## config.mk

```make
export PLATFORM = sky130hd
export DESIGN_NAME = hazard3_apb_initiator
export DESIGN_NICKNAME = d
export VERILOG_FILES = /design/src/rtl/hazard3_apb_initiator.sv
export SDC_FILE = /design/constraint.sdc
export NUM_CORES = 1
export LEC_CHECK = 0
export ABC_CLOCK_PERIOD_IN_PS = 5800
export BUFFER_PORTS_ARGS = -buffer_cell sky130_fd_sc_hd__buf_2
export CORE_UTILIZATION = 45
export CTS_CLUSTER_DIAMETER = 80
export DETAILED_ROUTE_END_ITERATION = 12
export PLACE_DENSITY = 0.76
export SYNTH_ARGS = -nofsm -noshare
export SYNTH_HDL_FRONTEND = slang
export SYNTH_SLANG_ARGS = --single-unit
```

## constraint.sdc

```tcl
create_clock -name clk -period 5.8 [get_ports clk]
set_input_delay 1.16 -clock clk [delete_from_list [all_inputs] [get_ports clk]]
set_output_delay 1.16 -clock clk [all_outputs]
set_load 0.02 [all_outputs]
```

## src/rtl/hazard3_apb_initiator.sv

```systemverilog
// Single-outstanding APB3 initiator: valid/ready request in, SETUP/ACCESS out.
// Ports: req_* upstream request, rsp_* response, p* APB3 initiator side.
module hazard3_apb_initiator #(
  parameter int ADDR_W         = 16,
  parameter int TIMEOUT_CYCLES = 255
) (
  input  logic              clk,
  input  logic              rst_n,
  input  logic              req_valid,
  output logic              req_ready,
  input  logic              req_write,
  input  logic [ADDR_W-1:0] req_addr,
  input  logic [31:0]       req_wdata,
  output logic              rsp_valid,
  input  logic              rsp_ready,
  output logic [31:0]       rsp_rdata,
  output logic              rsp_err,
  output logic [ADDR_W-1:0] paddr,
  output logic              psel,
  output logic              penable,
  output logic              pwrite,
  output logic [31:0]       pwdata,
  input  logic [31:0]       prdata,
  input  logic              pready,
  input  logic              pslverr
);

  localparam int CW =
    (TIMEOUT_CYCLES < 2) ? 1 : $clog2(TIMEOUT_CYCLES + 1);
  localparam logic [CW:0] TO_LIM = (CW + 1)'(TIMEOUT_CYCLES);

  typedef enum logic [1:0] {
    IDLE,
    SETUP,
    ACCESS,
    RESP
  } state_t;

  state_t            state_q;
  state_t            state_d;
  logic [ADDR_W-1:0] paddr_q;
  logic [ADDR_W-1:0] paddr_d;
  logic              pwrite_q;
  logic              pwrite_d;
  logic [31:0]       pwdata_q;
  logic [31:0]       pwdata_d;
  logic              psel_q;
  logic              psel_d;
  logic              penable_q;
  logic              penable_d;
  logic              rsp_valid_q;
  logic              rsp_valid_d;
  logic [31:0]       rsp_rdata_q;
  logic [31:0]       rsp_rdata_d;
  logic              rsp_err_q;
  logic              rsp_err_d;
  logic [CW-1:0]     cnt_q;
  logic [CW-1:0]     cnt_d;
  logic              timeout_hit;

  // The current ACCESS cycle is the TIMEOUT_CYCLES-th one without pready.
  assign timeout_hit = (TIMEOUT_CYCLES != 0) &&
                       (({1'b0, cnt_q} + 1'b1) == TO_LIM);

  always_comb begin
    state_d     = state_q;
    paddr_d     = paddr_q;
    pwrite_d    = pwrite_q;
    pwdata_d    = pwdata_q;
    psel_d      = psel_q;
    penable_d   = penable_q;
    rsp_valid_d = rsp_valid_q;
    rsp_rdata_d = rsp_rdata_q;
    rsp_err_d   = rsp_err_q;
    cnt_d       = cnt_q;
    unique case (state_q)
      IDLE: begin
        if (req_valid) begin
          paddr_d   = req_addr;
          pwrite_d  = req_write;
          pwdata_d  = req_wdata;
          psel_d    = 1'b1;
          penable_d = 1'b0;
          cnt_d     = '0;
          state_d   = SETUP;
        end
      end
      SETUP: begin
        penable_d = 1'b1;
        state_d   = ACCESS;
      end
      ACCESS: begin
        if (pready) begin
          rsp_rdata_d = pwrite_q ? 32'd0 : prdata;
          rsp_err_d   = pslverr;
          rsp_valid_d = 1'b1;
          psel_d      = 1'b0;
          penable_d   = 1'b0;
          state_d     = RESP;
        end else begin
          cnt_d = cnt_q + 1'b1;
          if (timeout_hit) begin
            rsp_rdata_d = 32'd0;
            rsp_err_d   = 1'b1;
            rsp_valid_d = 1'b1;
            psel_d      = 1'b0;
            penable_d   = 1'b0;
            state_d     = RESP;
          end
        end
      end
      RESP: begin
        if (rsp_ready) begin
          rsp_valid_d = 1'b0;
          state_d     = IDLE;
        end
      end
    endcase
  end

  always_ff @(posedge clk or negedge rst_n) begin
    if (!rst_n) begin
      state_q     <= IDLE;
      paddr_q     <= '0;
      pwrite_q    <= 1'b0;
      pwdata_q    <= '0;
      psel_q      <= 1'b0;
      penable_q   <= 1'b0;
      rsp_valid_q <= 1'b0;
      rsp_rdata_q <= '0;
      rsp_err_q   <= 1'b0;
      cnt_q       <= '0;
    end else begin
      state_q     <= state_d;
      paddr_q     <= paddr_d;
      pwrite_q    <= pwrite_d;
      pwdata_q    <= pwdata_d;
      psel_q      <= psel_d;
      penable_q   <= penable_d;
      rsp_valid_q <= rsp_valid_d;
      rsp_rdata_q <= rsp_rdata_d;
      rsp_err_q   <= rsp_err_d;
      cnt_q       <= cnt_d;
    end
  end

  assign req_ready = (state_q == IDLE);
  assign paddr     = paddr_q;
  assign pwrite    = pwrite_q;
  assign pwdata    = pwdata_q;
  assign psel      = psel_q;
  assign penable   = penable_q;
  assign rsp_valid = rsp_valid_q;
  assign rsp_rdata = rsp_rdata_q;
  assign rsp_err   = rsp_err_q;

endmodule
```

==> results of run 1 <==
per-stage QoR:
| step | power (uW) | cell area (um^2) |
|---|---|---|
| floorplan | 2144 | 4200 |
| global placement | 2565 | 5154 |
| detailed placement | 2634 | 5154 |
| CTS | 3059 | 5340 |
| global route | 3225 | 5340 |
| finish | 3025 | 5340 |
power by group:
group | switching (uW) | total (uW) | internal [uW]
Clock | 254 | 420 | 166
Combinational | 854 | 1490 | 632
Sequential | 160 | 1120 | 958
Total | 1270 | 3020 | 1760
cell usage in the layout, fill, tap and decap left out, types with 3 or more instances in the layout:
cell type	n
sky130_fd_sc_hd__buf_2	171
sky130_fd_sc_hd__dfrtp_1	95
sky130_fd_sc_hd__mux2_2	50
sky130_fd_sc_hd__inv_1	36
sky130_fd_sc_hd__a2bb2oi_1	32
sky130_fd_sc_hd__o21ai_1	31
sky130_fd_sc_hd__nand2_1	12
sky130_fd_sc_hd__clkbuf_8	9
sky130_fd_sc_hd__o21ai_0	8
sky130_fd_sc_hd__ha_1	7
sky130_fd_sc_hd__nor2b_1	5
sky130_fd_sc_hd__nand2b_1	5
sky130_fd_sc_hd__a22o_1	5
sky130_fd_sc_hd__nor2_1	5
sky130_fd_sc_hd__nand3_1	4
sky130_fd_sc_hd__o211ai_1	4
sky130_fd_sc_hd__buf_4	4
sky130_fd_sc_hd__nand4_1	3
sky130_fd_sc_hd__nor3_1	3
sky130_fd_sc_hd__inv_8	3
routing by layer:
metal / share of wire / up-vias
li1: - / 1565
met1: 0.41 / 1660
met2: 0.53 / 101
met3: 0.037 / 26
met4: 0.031 / 0
met5: 0 / -
final cells by class:
| cell class | count | share of cell area |
|---|---|---|
| Multi-Input combinational cell | 200 | 0.3034 |
| Sequential cell | 95 | 0.4452 |
| Inverter | 36 | 0.02530 |
| Clock inverter | 7 | 0.01172 |
| Clock buffer | 9 | 0.02320 |
| Timing Repair Buffer | 175 | 0.1659 |
| Tap cell | 108 | 0.02530 |
sequential cells by signal, summed over array words and instances (netlist names):
register and count:
pwdata 32, state_q 2, penable 1, cnt_q 8
rsp_err 1, paddr 16, pwrite 1, rsp_valid 1
psel 1, rsp_rdata 32
path summary, 6_finish.rpt:
path                       slack [ns]  cells past startpoint                   endpoint                    from
setup / recovery                 3.20                      3                  req_ready  state_q[0]$_DFFE_PN0P_
hold / removal                   0.51                      1      paddr[12]$_DFFE_PN0P_   paddr[12]$_DFFE_PN0P_
setup reg to reg                 3.25                      7       cnt_q[4]$_DFFE_PN0P_  state_q[0]$_DFFE_PN0P_
hold reg to reg                  0.51                      1      paddr[12]$_DFFE_PN0P_   paddr[12]$_DFFE_PN0P_
max in group asynchronous        3.95                      2        penable$_DFFE_PN0P_                   rst_n
min in group asynchronous        0.75                      1  rsp_rdata[17]$_DFFE_PN0P_                   rst_n
logic make-up (layout without fill, tap and decap cells):
| kind of cell | after synthesis | in the layout | synth area share |
|---|---|---|---|
| AOI/OAI and AO/OA | 95 | 95 | 0.1662 |
| and+or+nand+nor | 46 | 46 | 0.05868 |
| DFF | 95 | 95 | 0.5660 |
| adders and majority gates | 7 | 7 | 0.02085 |
| buffers and inverters | 54 | 227 | 0.04945 |
| muxes | 52 | 52 | 0.1388 |
==> impl_summary.md, run 1 <==
Yosys
Of the synthesized area, sequential elements account for 0.5660. Counting flops with a built-in enable in the synthesized netlist gives 0. The library cell occupying the most area in the post-synthesis netlist is sky130_fd_sc_hd__dfrtp_1.

The number of storage elements in the synthesis netlist is 95. The count of synthesis-stage warnings from yosys is 0. For this run, asynchronously set or reset flops after synthesis account for 1.000. The netlist uses 37 different library cells.

The most common cell in the netlist is sky130_fd_sc_hd__dfrtp_1. The commonest cells after synthesis are sky130_fd_sc_hd__dfrtp_1 (95), sky130_fd_sc_hd__mux2_2 (50), sky130_fd_sc_hd__inv_1 (36). The post-synthesis average cell area is 12.04 um^2. The post-synthesis instance area is 4200 um^2.

After technology mapping, the gate count stands at 349. The top-area cell type share of the netlist area is 0.5660. Counting every net in the synthesized netlist gives 443.

Ranked by total cell area, the synthesized netlist is headed by sky130_fd_sc_hd__dfrtp_1 (57%), sky130_fd_sc_hd__mux2_2 (13%), sky130_fd_sc_hd__a2bb2oi_1 (6.7%), sky130_fd_sc_hd__o21ai_1 (3.7%), sky130_fd_sc_hd__inv_1 (3.2%). The top flip-flop cell by instance count after synthesis is sky130_fd_sc_hd__dfrtp_1.

Clocking
The H-tree was split into 3 levels. The post-cts gate resize count is 0. After clock tree synthesis, the clock-pin slew on the worst setup and hold paths is 0.09 ns. The cts-stage hold buffer count is 0. Clock latency on the worst-skew pair, taken at its later pin, is 0.36 ns. The number of buffers added by the clock tree synthesis step is 9.

After clock tree synthesis, the setup repair step added 0 buffers. CTS saw 95 sinks. The CTS tree is built. The clock tree buffer depth is 2. The root buffer selected by CTS is sky130_fd_sc_hd__clkbuf_8.

Timing
The final count of pins violating max slew came to 0. The clock skew after layout is 0.01315 ns. In the final timing run, aggregate negative setup slack is 0 ns. The worst slack on hold paths is 0.5102 ns. The number of endpoints with negative hold slack in the final report is 0. For the pin with the worst max-slew slack, the measured transition is 1.131 ns. Setup violations remaining at the end of the flow were counted as 0.

The maximum frequency from static timing analysis is 385.2 MHz. Across all setup checks in the final design, the least slack found is 3.204 ns. Dividing the final minimum period by the clock period gives 0.4476. Setup repair after global routing left no endpoint under its margin. The worst pin sits at a relative slew slack of 0.2432. The final critical-path required period is 2.596 ns.

Setup path
The cell class contributing the biggest share of worst-path delay is flip-flops. The maximum fanout encountered on the critical timing path is 6. The worst setup path is captured at an output pin.

The required time at the worst-slack endpoint is 4.64 ns. STA classifies the critical path startpoint as a flip-flop. The worst setup path is of the reg -> out kind. Walking the worst path, the cells encountered are inv_1 > ha_1 > buf_2. The longest individual stage delay on the worst path is 0.44 ns.

The arrival time of data at the critical path endpoint is 1.44 ns. The critical path contains buffers and inverters numbering 2 combined. The standard cell with the maximum stage delay on the critical path is sky130_fd_sc_hd__dfrtp_1.

GRT
For this run, global-route usage on met3 was measured as 0.03901. Across every metal layer, demand over resource in global routing totals 0.2105. The pin count of the biggest net entering global routing is 55. The routing layer with the top usage in global route is met2. The via count of the first global-routing pass is 3453. For this run, global-route usage on met1 was measured as 0.2398.

For met2 alone, demand over resource in global routing was 0.3814. The global-route wire length before repair is 16.14 mm. The remaining global-route overflow is 0. The number of antenna violations at the first check in global routing is 0.

Layout
The area taken by flip-flops and latches is 2377 um^2. After filler insertion, the fill cell instance count of the layout stands at 735. The number of cells in the finished layout apart from fillers is 630.

Summing all multi-input logic gate instances after layout gives 1620 um^2. 0 antenna diodes ended up in the layout. The signed area change from the synthesized netlist to the final layout is 27.14%. The share of post-route cells with drive strength above 1 is 0.4751. The final standard cell utilization of the core is 0.6006. The layout net count is 611.

Placement
Detailed placement finished with a half-perimeter wire length of 6.979 mm. The setup slack after placement is 3.100 ns. The number of port buffers is 172. The final weighted congestion in routability-driven placement is 0.7644.

The number of placed instances, taps included, is 614.

Routing
The first TritonRoute pass finished after 4 iterations. After detailed routing, the average wire length per cell comes to 15.53 um. Once detail routing completed, the nets flagged for antenna violations numbered 0.

The routed layout has 3352 vias. The initial detailed-routing violation count is 120. Wires add up to 9.786 mm.

The via density per instance is 5.321. After detailed routing, the number of remaining DRC violations is 0.

Floorplanning
Measured along the y axis, the die boundary spans 98.61 um. The horizontal extent of the die is 98.61 um. The die covers 9724 um^2. The initial core utilization is 0.4724. 173 I/O pins were placed.

The floorplan has 34 rows. The standard cell core area is 8891 um^2.

Power and ir drop
The maximum ir drop on the vdd rail is 0.0002458 V. In this run the power density over the cells is 566.4 nW/um^2. The leakage dissipation is 0.002713 uW.

Flow run
The tool flagged a number of max-cap violations equal to 0.

Hold path
The worst hold path belongs to the class reg -> reg.

Outcome
The run finished with clean final reports.
Note: power is estimated with default switching activity, not from simulation.
==> run 2: changes to the inputs <==
- ABC_CLOCK_PERIOD_IN_PS: 5800 -> 2600
- clock period: 5.8 -> 2.6 ns (I/O delays scaled with it)
==> run 2 against run 1 <==
  * Clock skew up 0.0037 ns
  * Flip-flop and latch count unchanged
  * Clock power up 150%
  * Core utilization up 1.2 points
  * Highest routed layer unchanged
==> impl_summary.md, run 2 (synthesized netlist as in run 1, its figures left out) <==
Layout
The number of cells in the finished layout apart from fillers is 635 (+0.79%). The area taken by flip-flops and latches came to 2377 um^2 (unchanged). The multi-input gate area in the final layout came to 1620 um^2 (unchanged). The share of post-route cells with drive strength above 1 is 0.4801 (+0.004980). The most common cell after layout, fill and taps aside is sky130_fd_sc_hd__buf_2. In the layout the commonest cells are sky130_fd_sc_hd__buf_2 (171), sky130_fd_sc_hd__dfrtp_1 (95), sky130_fd_sc_hd__mux2_2 (50). The fill cell total of the finished layout is 723 (-1.6%).

From synthesis to final layout, the design area changed by 29.58%. The layout net count is 616 (+0.82%). The total inserted antenna cells is 0 (unchanged).

Routing
The count of antenna-violating nets left after detailed routing is 0 (unchanged). The via density per instance came to 5.261 (-1.1%). The wire length per cell after detailed routing was 15.20 um (-2.1%). The remaining routing DRC violations is 0 (unchanged). The length of the first detailed-routing pass in iterations is 4 (unchanged). The total length of routed wires came to 9.652 mm (-1.4%).

The initial detailed-routing violation count is 67 (-44%). The vias after detailed routing came to 3341 (-0.33%).

Floorplanning
The die outline area is 9724 um^2 (unchanged). The horizontal extent of the die is 98.61 um (unchanged). The number of placement rows is 34 (unchanged).

The standard cell core area is 8891 um^2 (unchanged). The initial core utilization was 0.4724 (unchanged). The number of placed I/O pins is 173 (unchanged). The die boundary height is 98.61 um (unchanged).

GRT
The remaining global-route overflow was 0 (unchanged). The global-route wire length before repair is 15.85 mm (-1.8%). The number of antenna violations at the first check in global routing came to 0 (unchanged). The total track usage is 0.2054 (-0.005102). The pin count of the biggest net entering global routing is 61 (+11%). The via count of the first global-routing pass is 3385 (-2.0%).

Timing
The transition time at the pin with the least slew margin is 0.8911 ns (-0.2401 ns). The count of final setup violators is 0 (unchanged). Of the available clock period, the critical path in the final layout requires 0.8749. The final count of pins violating max slew came to 0 (unchanged).

The number of endpoints with negative hold slack in the final report is 0 (unchanged). The relative slew slack is 0.4033 (+0.1601). The post-route setup TNS was 0 ns (unchanged).

The clock skew after layout is 0.01686 ns (+0.003703 ns). The maximum frequency from static timing analysis is 439.6 MHz. Setup repair after global routing left no endpoint under its margin. The routed design could run at a clock period as short as 2.275 ns.

Setup path
Traced cell by cell, the critical path runs through ha_1 > nand3_1 > nor3b_2 > a211oi_4 > o21bai_4 > buf_4 > o21ai_1. The standard cell with the maximum stage delay on the critical path is sky130_fd_sc_hd__dfrtp_1. The critical path is of the reg -> reg type. In this run the critical register-to-register path is captured at rsp_rdata[13]$_DFFE_PN0P_. The maximum fanout encountered on the critical timing path was 17 (+11). The category of the worst setup path launch point is a flip-flop. The cell class contributing the biggest share of worst-path delay is compound AO/OA/AOI/OAI gates. The length in cells of the worst reg-to-reg path is 7 (unchanged). In this run the critical register-to-register path is launched from cnt_q[1]$_DFFE_PN0P_. The register-to-register setup slack is 0.33 ns (-2.92 ns).

The required time at the worst-slack endpoint is 2.84 ns (-1.80 ns). The combined buffer and inverter count along the critical path is 1 (-1). The longest individual stage delay on the worst path is 0.44 ns (about the same). The startpoint of the worst setup timing path is cnt_q[1]$_DFFE_PN0P_. The arrival time of data at the critical path endpoint is 2.52 ns (+1.08 ns). The type of destination of the critical path is a flip-flop.

Clocking
The cts-stage hold buffer count is 0 (unchanged). The post-cts gate resize count is 0 (unchanged). The number of buffers added by the clock tree synthesis step is 9 (unchanged). The number of levels in the clock H-tree came to 3 (unchanged). The clock latency at the later pin of the worst-skew pair came to 0.36 ns (about the same).

The root buffer selected by CTS is sky130_fd_sc_hd__clkbuf_8. The clock transition at the register clock pins on the worst setup and hold paths after CTS came to 0.10 ns (about the same). The number of setup buffers added after CTS was 0 (unchanged). TritonCTS built the clock tree. The CTS sink count was 95 (unchanged). The clock tree buffer depth is 2 (unchanged).

Placement
The final weighted congestion in routability-driven placement is 0.8433 (+10%). The number of port buffers came to 172 (unchanged). The half-perimeter wire length after placement is 7.115 mm (+1.9%). The number of cells after detailed placement is 619 (+0.81%).

Power and ir drop
The ratio of total power to cell area is 1267 nW/um^2 (+120%). The maximum ir drop on the vdd rail is 0.0006371 V (+160%). The leakage dissipation came to 0.002768 uW (+2.0%).

Flow run
The number of maximum-capacitance violations is 0 (unchanged).

Outcome
The flow ran to the end, and the final reports show no timing, DRC or antenna violations.

Hold path
The type of the tightest min-delay check is in -> async.
run 2: cell types whose count changed in the layout (fill, tap and decap cells not counted), sizes merged:
cell / change
clkinvlp: -1
bufinv: +1
clkinv: +1
inv: -1
buf: +5
run 2: layer usage:
layer | GRT usage | vias to the layer above | part of all wire
met3 | 0.05319 | 14 | 0.045
met4 | 0.07003 | 0 | 0.018
li1 | - | 1573 | -
met2 | 0.3646 | 105 | 0.53
met5 | 0 | - | 0
met1 | 0.2424 | 1649 | 0.41
run 2: worst max path at each step:
stage / end / slack [ns] / cells past startpoint
after CTS: rsp_rdata[16]$_DFFE_PN0P_ / 0.33 / 7
after detailed placement: rsp_rdata[19]$_DFFE_PN0P_ / 0.34 / 7
after global placement: rsp_rdata[25]$_DFFE_PN0P_ / 0.45 / 7
after floorplan: rsp_valid$_DFFE_PN0P_ / 0.78 / 7
final: rsp_rdata[13]$_DFFE_PN0P_ / 0.33 / 7
after global routing: cnt_q[4]$_DFFE_PN0P_ / 0.13 / 6
run 2: power by group:
part	internal, uW	total (uW)	switching, uW
Combinational	1460	3370	1910
Clock	468	1030	560
Sequential	2140	2500	359
Total	4060	6900	2830
run 2: per-stage QoR:
step	setup slack, ns	hold slack (ns)	instance area, um^2	utilization	total power (uW)
final	0.3252	0.09721	5443	0.6122	6898
after global routing	0.1310	0.1183	5443	0.6122	7344
after CTS	0.3314	0.1085	5443	0.6122	6977
after detailed placement	0.3352	0.4870	5229	0.5881	5927
after global placement	0.4506	0.4803	5229	0.5881	5796
after floorplan	0.7796	0.2244	4200	-	4782
run 2: layout make-up:
cell class | count | area share
clock inverter | 7 | 0.01655
multi-input combinational | 200 | 0.2977
inverter | 36 | 0.02483
timing repair buffer | 180 | 0.1766
tap | 108 | 0.02483
clock buffer | 9 | 0.02276
sequential | 95 | 0.4368
run 2: worst register-to-register path, delay by kind of cell (launching register included):
family	cells	cell delay (ns)
adders and majority gates	1	0.27
DFF	1	0.44
buffers and inverters	1	0.30
and+or+nand+nor	2	0.55
AOI/OAI and AO/OA	3	0.61
==> run 3: changes to the inputs <==
- BUFFER_PORTS_ARGS: -buffer_cell sky130_fd_sc_hd__buf_2 -> -buffer_cell sky130_fd_sc_hd__clkbuf_2
- CELL_PAD_IN_SITES_DETAIL_PLACEMENT: not set -> 0
- CELL_PAD_IN_SITES_GLOBAL_PLACEMENT: not set -> 1
- CORE_UTILIZATION: 45 -> 37
- PLACE_DENSITY: 0.76 -> 0.8
==> run 3 against run 2 <==
  * Flip-flop and latch count stayed put
  * Largest cell class unchanged
  * Combinational power about the same
  * Total power grew 3.3%
  * Cell count rose by 5.4%
  * Critical path type unchanged
  * Register-to-register slack gained 0.05 ns
==> impl_summary.md, run 3 (synthesized netlist as in run 1, its figures left out) <==
Outcome
The flow ran to the end, and the final reports show no timing, DRC or antenna violations.

Setup path
The longest individual stage delay on the worst path is 0.48 ns (+0.04 ns). The arrival time of data at the critical path endpoint was 2.44 ns (-0.08 ns). The standard cell with the maximum stage delay on the critical path is sky130_fd_sc_hd__o21bai_4. The signal on the critical path passes through ha_1 > nand3_1 > nor3b_2 > a211oi_4 > o21bai_4 > buf_12 > o21ai_0.

The maximum fanout encountered on the critical timing path is 19 (+2). The required time at the worst-slack endpoint is 2.82 ns (-0.02 ns). The worst setup path is captured at a flip-flop. The combined buffer and inverter count along the critical path is 1 (unchanged). The worst setup path is launched from a flip-flop. The cell class contributing the biggest share of worst-path delay is compound AO/OA/AOI/OAI gates. The start-to-end type of the worst setup path is reg -> reg.

Clocking
The CTS sink count is 95 (unchanged). The clock tree buffer depth is 2 (unchanged). The cts-stage hold buffer count is 0 (unchanged). The number of setup buffers added after CTS came to 0 (unchanged). The number of buffers added by the clock tree synthesis step is 9 (unchanged). The clock latency at the later pin of the worst-skew pair is 0.34 ns (-0.02 ns). The CTS tree is built. The post-cts gate resize count was 0 (unchanged).

The number of levels in the clock H-tree is 3 (unchanged). The clock transition at the register clock pins on the worst setup and hold paths after CTS was 0.07 ns (-0.03 ns). CTS placed an instance of sky130_fd_sc_hd__clkbuf_16 at the clock tree root.

Placement
The half-perimeter wire length after placement came to 7.090 mm (-0.35%). The setup slack after placement is 0.3776 ns (+0.04236 ns). The number of port buffers is 172 (unchanged). The final weighted congestion in routability-driven placement is 0.7024 (-17%).

Layout
The final standard cell utilization of the core was 0.5089 (-0.1032). The top cell types in the final layout, fill and taps aside, are sky130_fd_sc_hd__clkbuf_2 (171), sky130_fd_sc_hd__dfrtp_1 (95), sky130_fd_sc_hd__mux2_2 (50). The fill cell total of the finished layout was 1003 (+39%). The total inserted antenna cells is 0 (unchanged). From synthesis to final layout, the design area changed by 32.50%. The layout net count was 618 (+0.32%). The share of post-route cells with drive strength above 1 is 0.4839 (+0.003856). The library cell used most frequently in the layout, excluding fill and tap cells, is sky130_fd_sc_hd__clkbuf_2.

Hold path
The type of the tightest min-delay check is in -> async.

GRT
The via count of the first global-routing pass is 3241 (-4.3%). The remaining global-route overflow is 0 (unchanged). The global-route wire length before repair was 15.43 mm (-2.7%). The number of antenna violations at the first check in global routing is 0 (unchanged). The pin count of the biggest net entering global routing is 49 (-20%).

The total track usage is 0.1693 (-0.03611).

Floorplanning
The initial core utilization is 0.3841 (-0.08832). The die boundary height is 108.5 um (+10%). The die outline area is 11780 um^2 (+21%). The standard cell core area is 10940 um^2 (+23%). The horizontal extent of the die was 108.5 um (+10%). The number of placed I/O pins is 173 (unchanged).

The number of placement rows came to 38 (+12%).

Power and ir drop
The maximum ir drop on the vdd rail is 0.0005742 V (-9.9%). The portion of total power attributed to the clock network is 0.178 (+0.029). The total power after layout came to 7124 uW (+3.3%). The ratio of total power to cell area came to 1280 nW/um^2 (+1.0%). The power spent charging and discharging nets was 2872 uW (+1.3%). The leakage dissipation is 0.002856 uW (+3.2%). The part of the power in registers is 0.352 (-0.010). The design internal power is 4252 uW (+4.6%). The net switching share of the total power is 0.4031 (-0.007718). The combinational fraction of design power was 0.470 (-0.019).

Timing
The share of the clock period used by the worst path is 0.8556 (-0.01937). The worst-case setup margin in the final layout is 0.3755 ns (+0.05037 ns). The count of final setup violators is 0 (unchanged).

The worst slack on hold paths is 0.1802 ns (+0.08294 ns). The final count of pins violating max slew was 0 (unchanged). The clock skew after layout came to 0.007276 ns (-0.009580 ns). The relative slew slack was 0.5596 (+0.1562). The post-route setup TNS came to 0 ns (unchanged). The final critical-path required period was 2.224 ns (-0.05037 ns). The maximum frequency from static timing analysis is 449.5 MHz (+2.3%). The transition time at the pin with the least slew margin was 0.6578 ns (-0.2333 ns).

The number of endpoints with negative hold slack in the final report is 0 (unchanged). Setup repair after global routing left no endpoint under its margin.

Routing
The via density per instance came to 4.889 (-7.1%). The initial detailed-routing violation count is 131 (+96%). The length of the first detailed-routing pass in iterations is 4 (unchanged). The count of antenna-violating nets left after detailed routing was 0 (unchanged). The total length of routed wires is 9.666 mm (+0.15%). The wire length per cell after detailed routing is 14.45 um (-4.9%). The remaining routing DRC violations is 0 (unchanged).

The vias after detailed routing is 3271 (-2.1%).

Flow run
The number of maximum-capacitance violations is 0 (unchanged).
-- run 3: changes by cell type in the layout (fill, tap and decap cells not counted), moves of 3 or more --
cell / change
sky130_fd_sc_hd__clkbuf_8: -9
sky130_fd_sc_hd__buf_2: -171
sky130_fd_sc_hd__clkbuf_16: +9
sky130_fd_sc_hd__buf_4: +3
sky130_fd_sc_hd__clkbuf_2: +171
-- run 3: final timing paths --
kind	slack [ns]	cells past startpoint	endpoint	start
min in group clk	0.40	3	rsp_rdata[14]$_DFFE_PN0P_	prdata[14]
max reg2reg	0.38	7	rsp_rdata[0]$_DFFE_PN0P_	cnt_q[1]$_DFFE_PN0P_
max	0.38	7	rsp_rdata[0]$_DFFE_PN0P_	cnt_q[1]$_DFFE_PN0P_
max in group asynchronous	1.75	2	rsp_rdata[21]$_DFFE_PN0P_	rst_n
min reg2reg	0.50	1	pwdata[11]$_DFFE_PN0P_	pwdata[11]$_DFFE_PN0P_
min	0.18	1	paddr[5]$_DFFE_PN0P_	rst_n
-- run 3: layout make-up --
| class | instances | area [um^2] | share of cell area |
|---|---|---|---|
| clock inverter | 7 | 66.31 | 0.01192 |
| tap | 140 | 175.2 | 0.03147 |
| inverter | 36 | 135.1 | 0.02428 |
| sequential | 95 | 2377 | 0.4272 |
| clock buffer | 9 | 225.2 | 0.04047 |
| multi-input combinational | 200 | 1623 | 0.2916 |
| timing repair buffer | 182 | 963.4 | 0.1731 |
-- run 3: power by group through the flow --
stage               logic [uW]  registers, uW  clock network, uW
detailed placement        3390           2530                  0
CTS                       3390           2520               1310
global route              3670           2600               1380
floorplan                 1500           3280                  0
finish                    3350           2510               1270
global placement          3310           2500                  0
-- run 3: metal layers --
metal  up-vias  wire length [um]  track usage  part of all wire
met5         -                 0            0                 0
met4         0               143      0.06081             0.015
met3        12               685      0.05244             0.071
met2       114              4613       0.2789              0.48
met1      1562              4224       0.2085              0.44
li1       1583                 -            -                 -
-- run 3: through the flow --
step / cells / cell area, um^2
after CTS: 669 / 5565
after global placement: 653 / 5274
final: 669 / 5565
after detailed placement: 653 / 5274
after global routing: 669 / 5565
after floorplan: 349 / 4200
